<file path="src/rtl/end_seq_ctrl.sv">
// Screen sequencer for the racing game: title / play / end selection plus the
// end-screen animation (banner drop, winner drive-up, hold, blinking prompt).
module end_seq_ctrl #(
  parameter int unsigned BANNER_Y_START = 0,
  parameter int unsigned BANNER_Y_END   = 170,
  parameter int unsigned BANNER_STEP    = 4,
  parameter int unsigned CAR_Y_START    = 398,
  parameter int unsigned CAR_Y_TOP      = 300,
  parameter int unsigned CAR_STEP       = 2,
  parameter int unsigned HOLD_FRAMES    = 60,
  parameter int unsigned BLINK_FRAMES   = 32
) (
  input  logic       clk,
  input  logic       reset,
  input  logic       frame_tick,
  input  logic       btn,
  input  logic       game_over,
  input  logic       winner,
  output logic [1:0] screen_sel,
  output logic [8:0] banner_y,
  output logic [8:0] car1_y,
  output logic [8:0] car2_y,
  output logic       prompt_on,
  output logic       restart_req,
  output logic [2:0] state_o
);

  localparam logic [2:0] S_TITLE = 3'd0;
  localparam logic [2:0] S_PLAY  = 3'd1;
  localparam logic [2:0] S_DROP  = 3'd2;
  localparam logic [2:0] S_RACE  = 3'd3;
  localparam logic [2:0] S_HOLD  = 3'd4;
  localparam logic [2:0] S_WAIT  = 3'd5;

  localparam int unsigned HOLD_W  = $clog2(HOLD_FRAMES + 1);
  localparam int unsigned BLINK_W = $clog2(BLINK_FRAMES + 1);

  logic [2:0]         r_state;
  logic [1:0]         r_screen_sel;
  logic [8:0]         r_banner_y;
  logic [8:0]         r_car1_y;
  logic [8:0]         r_car2_y;
  logic               r_prompt_on;
  logic               r_restart_req;
  logic [HOLD_W-1:0]  r_hold_cnt;
  logic [BLINK_W-1:0] r_blink_cnt;
  logic               r_btn_q;
  logic               r_win_q;

  logic       w_btn_rise;
  logic [9:0] w_banner_sum;
  logic       w_banner_done;
  logic [8:0] w_win_y;
  logic [8:0] w_win_y_dec;
  logic       w_car_done;

  assign w_btn_rise    = btn & ~r_btn_q;
  assign w_banner_sum  = {1'b0, r_banner_y} + 10'(BANNER_STEP);
  assign w_banner_done = (w_banner_sum >= 10'(BANNER_Y_END));
  assign w_win_y       = r_win_q ? r_car2_y : r_car1_y;
  // Compare against TOP+STEP instead of subtracting first so small y cannot wrap.
  assign w_car_done    = ({1'b0, w_win_y} <= 10'(CAR_Y_TOP + CAR_STEP));
  assign w_win_y_dec   = w_win_y - 9'(CAR_STEP);

  always_ff @(posedge clk or negedge reset) begin
    if (!reset) begin
      r_state       <= S_TITLE;
      r_screen_sel  <= 2'd0;
      r_banner_y    <= 9'(BANNER_Y_START);
      r_car1_y      <= 9'(CAR_Y_START);
      r_car2_y      <= 9'(CAR_Y_START);
      r_prompt_on   <= 1'b0;
      r_restart_req <= 1'b0;
      r_hold_cnt    <= '0;
      r_blink_cnt   <= '0;
      r_btn_q       <= 1'b0;
      r_win_q       <= 1'b0;
    end else begin
      r_btn_q       <= btn;
      r_restart_req <= 1'b0;
      case (r_state)
        S_TITLE: begin
          r_screen_sel <= 2'd0;
          if (w_btn_rise) begin
            r_restart_req <= 1'b1;
            r_screen_sel  <= 2'd1;
            r_state       <= S_PLAY;
          end
        end
        S_PLAY: begin
          if (game_over) begin
            r_win_q      <= winner;
            r_banner_y   <= 9'(BANNER_Y_START);
            r_car1_y     <= 9'(CAR_Y_START);
            r_car2_y     <= 9'(CAR_Y_START);
            r_screen_sel <= 2'd2;
            r_state      <= S_DROP;
          end
        end
        S_DROP: begin
          if (frame_tick) begin
            if (w_banner_done) begin
              r_banner_y <= 9'(BANNER_Y_END);
              r_state    <= S_RACE;
            end else begin
              r_banner_y <= w_banner_sum[8:0];
            end
          end
        end
        S_RACE: begin
          if (frame_tick) begin
            if (w_car_done) begin
              if (r_win_q) r_car2_y <= 9'(CAR_Y_TOP);
              else         r_car1_y <= 9'(CAR_Y_TOP);
              r_hold_cnt <= '0;
              r_state    <= S_HOLD;
            end else begin
              if (r_win_q) r_car2_y <= w_win_y_dec;
              else         r_car1_y <= w_win_y_dec;
            end
          end
        end
        S_HOLD: begin
          if (frame_tick) begin
            if (r_hold_cnt == HOLD_W'(HOLD_FRAMES - 1)) begin
              r_blink_cnt <= '0;
              r_prompt_on <= 1'b1;
              r_state     <= S_WAIT;
            end else begin
              r_hold_cnt <= r_hold_cnt + 1'b1;
            end
          end
        end
        S_WAIT: begin
          // A press wins over a coincident tick; the blink step is dropped.
          if (w_btn_rise) begin
            r_prompt_on   <= 1'b0;
            r_restart_req <= 1'b1;
            r_screen_sel  <= 2'd1;
            r_state       <= S_PLAY;
          end else if (frame_tick) begin
            if (r_blink_cnt == BLINK_W'(BLINK_FRAMES - 1)) begin
              r_blink_cnt <= '0;
              r_prompt_on <= ~r_prompt_on;
            end else begin
              r_blink_cnt <= r_blink_cnt + 1'b1;
            end
          end
        end
        default: begin
          r_state      <= S_TITLE;
          r_screen_sel <= 2'd0;
          r_prompt_on  <= 1'b0;
        end
      endcase
    end
  end

  assign screen_sel  = r_screen_sel;
  assign banner_y    = r_banner_y;
  assign car1_y      = r_car1_y;
  assign car2_y      = r_car2_y;
  assign prompt_on   = r_prompt_on;
  assign restart_req = r_restart_req;
  assign state_o     = r_state;

endmodule

</file>
<file path="config.mk">
export PLATFORM = sky130hd
export DESIGN_NAME = end_seq_ctrl
export DESIGN_NICKNAME = d
export VERILOG_FILES = /design/src/rtl/end_seq_ctrl.sv
export SDC_FILE = /design/constraint.sdc
export NUM_CORES = 1
export LEC_CHECK = 0
export BUFFER_PORTS_ARGS = -buffer_cell sky130_fd_sc_hd__buf_4
export CAP_MARGIN = 40
export CELL_PAD_IN_SITES_DETAIL_PLACEMENT = 1
export CELL_PAD_IN_SITES_GLOBAL_PLACEMENT = 1
export CORE_MARGIN = 2
export CORE_UTILIZATION = 32
export DETAILED_ROUTE_END_ITERATION = 7
export MAX_ROUTING_LAYER = met4
export PLACE_DENSITY_LB_ADDON = 0.1
export SLEW_MARGIN = 20
export SYNTH_ARGS = -nofsm -noshare
export SYNTH_HDL_FRONTEND = slang
export SYNTH_SLANG_ARGS = --single-unit
</file>
<file path="constraint.sdc">
create_clock -name clk -period 6.8 [get_ports clk]
set_clock_uncertainty 0.15 [all_clocks]
set_input_delay 0 -clock clk [delete_from_list [all_inputs] [get_ports clk]]
set_output_delay 0 -clock clk [all_outputs]
set_load 0.02 [all_outputs]
</file>
==> metrics, run 1 <==
WP data arrival 2.67 ns; Die H 100 um; CP max FO 19; area grow syn2layout 17.5%; FF-to-FF End car1_y[6]$_DFFE_PN0P_; Worst-Skew Late Latency 0.31 ns; CTS tree yes; count leader, synth nand2_1; root buffer selected by CTS clkbuf_8; Pleak 1.51 nW; first-pass GRT wire length 13300 um; total gr overflow 0; GPL Wtd Cong 0.812; largest net degree at the start of global routing 48; Crit path largest cell delay 0.73 ns; Hold Crit Start game_over; number of flops mapped to enable cells by yosys 0; Fillers 1073; PwrDens 410 nW/um^2; Syn Inst Count 333; type of the worst min-delay path in2reg; post-DP HPWL roughly 5600 um; core area roughly 9100 sq um; startpoint types flip-flop; Die Area just over 10000 sq um; Max Clk Rate 389 MHz; Final Hold Vio Count 0; overall routing resource usage 17.0%; area of the multi-input gates about 1600 sq um; post-synth cell types 64; Slew @ Worst Pin approximately 0.74 ns; crit path launch state_o[0]$_DFFE_PN0P_; VDD IR max about 0.00013 V; Setup TNS 0 ns; PortBufs 38; Routed wire per std cell 16.5 um; Relative slew margins 50.5%; Site Rows 35; vias in the first global route 2576; Vias 2569; # Post-CTS Setup Buffers 0; Critical R2R Launch state_o[0]$_DFFE_PN0P_; Num Clock Sinks 47; Starting Density between 30% and 40%; compound-gate portion of the synthesized area 22.9%; # IOs 40; Sequential Area 1190 sq um; DRT iter0 DRCs 65; R2R cell count 6; H-tree levels 2; FFs w/ async S/R, synth 100%; FF-to-FF setup slack 4.23 ns; syn nets 346; commonest cells in the synthesized netlist 42 x nand2_1, 37 x dfrtp_1, 29 x o21ai_0, 19 x nor2_1, 17 x a21oi_1; Total Routed Length 7900 um; Yosys reg bits 47; main flop type after synthesis dfrtp_1; Synth Area per Inst 8.90 sq um; Routed Antenna Nets 0; Final setup violation count 0; largest family of logic cells by synthesized area compound AO/OA/AOI/OAI gates; share of the synthesized area in the top cell type 31.2%; CTS Hold Buffers Added 4; crit-path leading delay family simple AND/OR/NAND/NOR gates; CP Cell Sequence nor2b_1, nand2_1, a21o_1, or2_1, a2111oi_4, a211o_1; max-cap check violation count 0; Worst-path clk slew ~0.09 ns; DRC viols 0; Yosys top cell by area dfrtp_1; synthesized area 2970 sq um; Warnings, synthesis 0; Final Cycle Share 37.8%; WHS Endpoint screen_sel[1]$_DFFE_PN0P_; post-synthesis xor/xnor area fraction 1.77%; hold_ws 0.0546 ns; Final Max Tran Viols 0; Initial DRT Pass Iterations 4; Final #Nets approximately 380; status finished clean; hold path cells 5; Crit. End Element flip-flop; Longest Clk Path Bufs 2; register area share after synthesis 40.1%; ant diodes 0; via/cell ratio ~5.4; Inserted Clock Buffers 5; WP data required 6.90 ns; WP buf/inv 0; Synth Area in Simple Gates a little over a fifth; highest-delay cell along the critical path dfrtp_1; Post-Synth Adder-Cell Area 2.95%; layout cell share with drive strength beyond 1 21.3%; final worst path period need 2.57 ns; antenna violations before repair 0; top cells by area, synth dfrtp_1 31%, dfstp_2 8.9%, nand2_1 5.3%, o21ai_0 4.9%, ha_1 3.0%; Final Util 38.3%; RSZ-0062 raised after global routing no; DIE WIDTH 100 um; critical path type reg2reg; post_cts resized 0; mux contribution to synthesized area around 5.2%
-- stage by stage --
step	area [sq um]	cells	worst slack (ns)	total power, mW
floorplan	2970	333	4.58	0.970
finish	3480	478	4.23	1.43
global placement	3310	466	4.32	1.18
CTS	3480	478	4.24	1.45
detailed placement	3310	466	4.27	1.19
global route	3480	478	4.01	1.55
-- how the worst max path moves through the flow --
stage	endpoint	depth (start not counted)	slack [ns]
after floorplan	car1_y[6]$_DFFE_PN0P_	7	4.58
after global placement	car1_y[6]$_DFFE_PN0P_	6	4.32
after detailed placement	car1_y[6]$_DFFE_PN0P_	6	4.27
after CTS	car1_y[6]$_DFFE_PN0P_	6	4.24
after global routing	car1_y[6]$_DFFE_PN0P_	6	4.01
final	car1_y[6]$_DFFE_PN0P_	6	4.23
-- flip-flops by register name, summed over array words and instances, names as in the netlist --
signal and count:
car1_y 9, banner_y 8, screen_sel 2, car2_y 9, r_hold_cnt 6, r_blink_cnt 6, prompt_on 1, r_btn_q 1
r_win_q 1, state_o 3, restart_req 1
-- kinds of logic after synthesis --
| family | Yosys count |
|---|---|
| other | 1 |
| flip-flops | 47 |
| XOR/XNOR | 6 |
| multiplexers | 12 |
| AO/OA/AOI/OAI | 100 |
| buffers and inverters | 33 |
| adder cells (fa/ha/maj) | 7 |
| AND/OR/NAND/NOR | 127 |
-- placed cells by master, fill, tap and decap left out, types with 3 or more instances in the layout --
cell / Yosys / final
nor3b_1: 3 / 3
nand2_1: 42 / 42
a21o_1: 8 / 8
a31oi_1: 5 / 5
o21ai_1: 4 / 4
dfstp_2: 10 / 10
nor2b_1: 7 / 7
o21a_1: 4 / 4
mux2i_1: 7 / 7
nand3b_1: 3 / 3
ha_1: 7 / 7
o21ai_0: 29 / 29
dfrtp_1: 37 / 37
dlygate4sd3_1: 0 / 4
nor2_1: 19 / 19
xnor2_1: 6 / 6
and3_1: 3 / 3
nand2b_1: 7 / 7
o31ai_1: 6 / 6
nand3_1: 14 / 14
a31o_2: 4 / 4
inv_1: 13 / 13
buf_4: 2 / 42
or2_2: 3 / 3
clkbuf_8: 0 / 5
nor3_1: 9 / 9
a21oi_1: 17 / 17
-- area by class of cell --
class / instances / area share [%]
flip-flops and latches: 47 / 34.1
well taps: 111 / 3.99
multi-input cells: 253 / 46.5
inverters: 13 / 1.40
clock buffers: 6 / 2.08
repair buffers: 46 / 10.2
clock inverters: 2 / 1.72
-- routing by layer --
metal  up-vias  global-route usage [%]  part of all wire, %
met5         -                       -                    0
met4         0                    3.58                 0.85
met3        11                    2.51                  2.8
met2        35                    27.8                   48
met1      1269                    22.4                   49
li1       1254                       -                    -
-- report_power, final --
part | leakage, nW | switching, mW | internal, mW
combinational | 0.842 | 0.394 | 0.284
clock | 0.0654 | 0.103 | 0.147
sequential | 0.604 | 0.129 | 0.372
total | 1.51 | 0.627 | 0.803
-- worst reg2reg max path, stage by stage, from the launching register on --
cell       delay, ns
dfrtp_1         0.73
nor2b_1         0.39
nand2_1         0.21
a21o_1          0.25
or2_1           0.35
a2111oi_4       0.31
a211o_1         0.14
Note: power is estimated with default switching activity, not from simulation.
==> inputs of run 2 (changes only) <==
clock period = 2.5 ns   (was 6.8 ns; I/O delays follow)
==> metrics, run 2 (synthesis gave the netlist of run 1 again) <==
WP data required 2.54 ns; vias in the first global route 2678; Final Max Tran Viols 0; PwrDens 1080 nW/um^2; FF-to-FF End r_hold_cnt[3]$_DFFE_PN0P_; first-pass GRT wire length 13800 um; Max Clk Rate 428 MHz; CP max FO 24; Inserted Clock Buffers 5; crit path launch r_win_q$_DFFE_PN0P_; Setup TNS 0 ns; commonest non-fill, non-tap cell in the layout buf_4; Worst-path clk slew around 0.10 ns; CP Cell Sequence buf_12, or3b_1, a211oi_1, a31o_2, o221ai_1, o21ai_0, o31ai_1; startpoint types flip-flop; Final setup violation count 0; Slew @ Worst Pin 0.625 ns; Vias 2597; overall routing resource usage 17.7%; DRT iter0 DRCs between 60 and 70; commonest cells after routing, fill and taps aside 52 x buf_4, 42 x nand2_1, 37 x dfrtp_1; Initial DRT Pass Iterations 4; Num Clock Sinks 47; GPL Wtd Cong 0.853; Crit. End Element flip-flop; Final Util about two fifths; WP data arrival 2.38 ns; PortBufs 38; Relative slew margins 58.3%; Final Cycle Share slightly above 90%; Tot Pwr 3.80 mW; status finished clean; core area 9110 sq um; final worst path period need 2.34 ns; WP depth 7; CTS tree yes; DRC viols 0; Worst Setup EP r_hold_cnt[3]$_DFFE_PN0P_; # IOs 40; hold_ws between 0.06 and 0.07 ns; # Post-CTS Setup Buffers 0; WP buf/inv 1; crit-path leading delay family compound AO/OA/AOI/OAI gates; Final #Nets 390; total gr overflow 0; DIE WIDTH around 100 um; H-tree levels 2; Starting Density roughly a third; post-DP HPWL 5820 um; ant diodes 0; Longest Clk Path Bufs 2; largest net degree at the start of global routing 48; RSZ-0062 raised after global routing no; type of the worst min-delay path in2reg; Total Routed Length between 8000 and 9000 um; Worst-Skew Late Latency approximately 0.30 ns; Pleak 1.55 nW; VDD IR max 0.000322 V; antenna violations before repair 0; FF-to-FF setup slack ~0.16 ns; Crit path largest cell delay 0.42 ns; Final Hold Vio Count 0; max-cap check violation count 0; Critical R2R Launch r_win_q$_DFFE_PN0P_; root buffer selected by CTS clkbuf_8; via/cell ratio approximately 5.3; layout cell share with drive strength beyond 1 24.1%; Die H 100 um; area grow syn2layout 19.2%; fin cells just under 500; Die Area 10100 sq um; Routed wire per std cell 16.4 um; highest-delay cell along the critical path dfrtp_1; Site Rows 35; R2R cell count 7; critical path type reg2reg; Routed Antenna Nets 0; Placed Instances 477
## run 2: changes by cell type in the layout (fill, tap and decap cells not counted), sizes merged
cell,before,now
buf,42,53
bufinv,2,0
clkbuf,6,5
clkinv,0,3
## run 2: power breakdown
| part | switching, mW | internal, mW |
|---|---|---|
| clock | 0.280 | 0.193 |
| combinational | 1.17 | 0.873 |
| sequential | 0.277 | 1.01 |
## run 2: worst min-delay path by stage
stage,start,end,slack (ns),cells past startpoint
floorplan,reset,banner_y[1]$_DFFE_PN0P_,-0.45,0
global placement,reset,car1_y[6]$_DFFE_PN0P_,-0.08,1
detailed placement,reset,car1_y[6]$_DFFE_PN0P_,-0.08,1
CTS,game_over,screen_sel[1]$_DFFE_PN0P_,0.05,5
global route,game_over,screen_sel[1]$_DFFE_PN0P_,0.08,5
finish,game_over,screen_sel[1]$_DFFE_PN0P_,0.06,5
## run 2: worst min-delay path, cell delays in order
cell	delay, ns
buf_4	0.12
nand2b_1	0.09
a21oi_1	0.07
a21oi_1	0.10
o21ai_0	0.09
## run 2: cell type report
cell class	instances	area (sq um)
Sequential cell	47	1190
Inverter	13	48.8
Clock inverter	3	15.0
Fill cell	1084	5580
Clock buffer	5	68.8
Timing Repair Buffer	57	450
Tap cell	111	139
Multi-Input combinational cell	253	1620
## run 2: layer usage
| metal | GRT usage (%) | up-vias | part of all wire (%) |
|---|---|---|---|
| met5 | - | - | 0 |
| met4 | 4.11 | 0 | 0.64 |
| met3 | 2.72 | 7 | 2.0 |
| met2 | 28.9 | 29 | 49 |
| met1 | 23.2 | 1282 | 48 |
| li1 | - | 1279 | - |
## run 2: timing repair
action,4_1_cts,5_1_grt
resized for setup,0,2
endpoints found under the hold margin,52,0
setup endpoints to repair,0,5
hold buffers,4,0
## run 2: metrics by stage
stage          worst slack [ns]  cell area [sq um]
2_1_floorplan             0.276               2970
3_3_place_gp              0.130               3410
3_5_place_dp             0.0563               3410
4_1_cts                  0.0408               3530
5_1_grt                  0.0287               3530
6_report                  0.162               3530
==> inputs of run 3 (changes only) <==
==> constraint.sdc (replaced) <==
create_clock -name clk -period 2.7 [get_ports clk]
set_clock_uncertainty 0.15 [all_clocks]
set_input_delay 0 -clock clk [delete_from_list [all_inputs] [get_ports clk]]
set_output_delay 0 -clock clk [all_outputs]
set_load 0.01 [all_outputs]
==> metrics, run 3 (synthesis gave the netlist of run 1 again) <==
final instance area around 3500 sq um; Num Clock Sinks 47; DRT iter0 DRCs 69; crit path launch r_win_q$_DFFE_PN0P_; Pleak 1.53 nW; total gr overflow 0; WP data arrival 2.49 ns; commonest cells after routing, fill and taps aside 47 x buf_4, 42 x nand2_1, 37 x dfrtp_1; critical path type reg2reg; Comb pwr share 50.8%; clock network fraction of total power 14.5%; overall routing resource usage 17.6%; Site Rows 35; Vias 2592; Routed wire per std cell 16.4 um; Sequential Area 1190 sq um; Int Pwr 1.94 mW; Inserted Clock Buffers 5; status finished clean; Setup TNS 0 ns; Initial DRT Pass Iterations 4; Final #Nets 385; layout cell share with drive strength beyond 1 22.5%; CTS tree yes; Starting Density roughly a third; # IOs 40; Max Clk Rate 409 MHz; post-DP HPWL between 5000 and 6000 um; Area after DPL 3370 sq um; final worst path period need 2.44 ns; FF-to-FF End car1_y[6]$_DFFE_PN0P_; area of the multi-input gates 1620 sq um; RSZ-0062 raised after global routing no; root buffer selected by CTS clkbuf_8; R2R cell count 9; Die H 100 um; commonest non-fill, non-tap cell in the layout buf_4; Final Hold Vio Count 0; Fillers 1072; Slew @ Worst Pin 0.736 ns; Routed Antenna Nets 0; type of the worst min-delay path in2reg; Critical R2R Launch r_win_q$_DFFE_PN0P_; Crit. End Element flip-flop; startpoint types flip-flop; Worst-Skew Late Latency 0.30 ns; Die Area 10100 sq um; Final Cycle Share 90.5%; PwrDens 974 nW/um^2; FF-to-FF setup slack 0.26 ns; Sequential Power Share roughly a third; Total Routed Length 7960 um; ant diodes 0; first-pass GRT wire length 13900 um; vias in the first global route 2660; switching part of the total 43.2%; Relative slew margins 50.6%; VDD IR max ~0.00030 V; antenna violations before repair 0; Worst Setup EP car1_y[6]$_DFFE_PN0P_; CP max FO 24; WP data required 2.75 ns; via/cell ratio about 5.4; DRC viols 0; core area 9110 sq um; Final setup violation count 0; area grow syn2layout 18.4%; Worst-path clk slew ~0.10 ns; GPL Wtd Cong 0.878; H-tree levels 2; Final Max Tran Viols 0; max-cap check violation count 0; DIE WIDTH 100 um; NetSw 1.48 mW; largest net degree at the start of global routing 48; PortBufs 38; Longest Clk Path Bufs 2
-- run 3: cell count changes in the layout (fill, tap and decap cells not counted) --
cell / delta
buf_4: -5
clkbuf_8: +2
o21ai_0: +1
or2_4: -1
clkbuf_1: +1
o21ai_1: -1
clkinv_2: -3
or2_1: +1
-- run 3: worst min-delay path by stage --
stage	start	slack (ns)	to	cells after the start
3_5_place_dp	reset	-0.08	car1_y[6]$_DFFE_PN0P_	1
3_3_place_gp	reset	-0.07	car1_y[6]$_DFFE_PN0P_	1
5_1_grt	game_over	0.15	screen_sel[0]$_DFFE_PN0P_	4
6_report	game_over	0.06	screen_sel[1]$_DFFE_PN0P_	5
4_1_cts	game_over	0.03	screen_sel[1]$_DFFE_PN0P_	5
2_1_floorplan	reset	-0.45	banner_y[1]$_DFFE_PN0P_	0
-- run 3: final cells by class --
class                   instances  area share, %
repair buffers                 52           11.8
inverters                      13           1.39
well taps                     111           3.96
flip-flops and latches         47           33.9
multi-input cells             253           46.2
clock buffers                   8           2.85
-- run 3: repair_timing --
item,in CTS,in global routing
gates resized for setup,0,0
hold buffers,4,0
endpoints found under the setup margin,0,0
setup buffers,0,0
endpoints found under the hold margin,52,0
-- run 3: worst max-delay path, stage by stage (launching register included) --
cell and delay (ns):
dfrtp_1 0.40, buf_12 0.20, mux2i_4 0.30, inv_1 0.08
ha_1 0.19, nand3b_1 0.16, a21o_1 0.18, or2_1 0.34
a2111oi_4 0.08, a211o_1 0.27
-- run 3: layer usage --
metal | up-vias | part of all wire [%] | track usage [%]
met1 | 1283 | 50 | 24.2
li1 | 1271 | - | -
met5 | - | 0 | -
met2 | 32 | 47 | 28.0
met3 | 6 | 2.5 | 2.16
met4 | 0 | 0.63 | 4.11
-- run 3: power groups by stage --
stage / Sequential [mW] / Combinational, mW / Clock, mW
2_1_floorplan: 1.21 / 1.11 / 0
3_3_place_gp: 1.21 / 1.72 / 0
3_5_place_dp: 1.21 / 1.75 / 0
4_1_cts: 1.19 / 1.76 / 0.513
5_1_grt: 1.24 / 1.95 / 0.530
6_report: 1.19 / 1.74 / 0.495
-- run 3: per-stage QoR --
stage | setup WS, ns | util [%] | total power [mW] | cells | hold slack (ns)
floorplan | 0.486 | - | 2.32 | 333 | -0.446
CTS | 0.246 | 38.5 | 3.46 | 484 | 0.0293
detailed placement | 0.261 | 37.0 | 2.95 | 472 | -0.0806
global placement | 0.333 | 37.0 | 2.93 | 472 | -0.0748
finish | 0.257 | 38.5 | 3.42 | 484 | 0.0554
global route | 0.0876 | 38.5 | 3.71 | 484 | 0.151
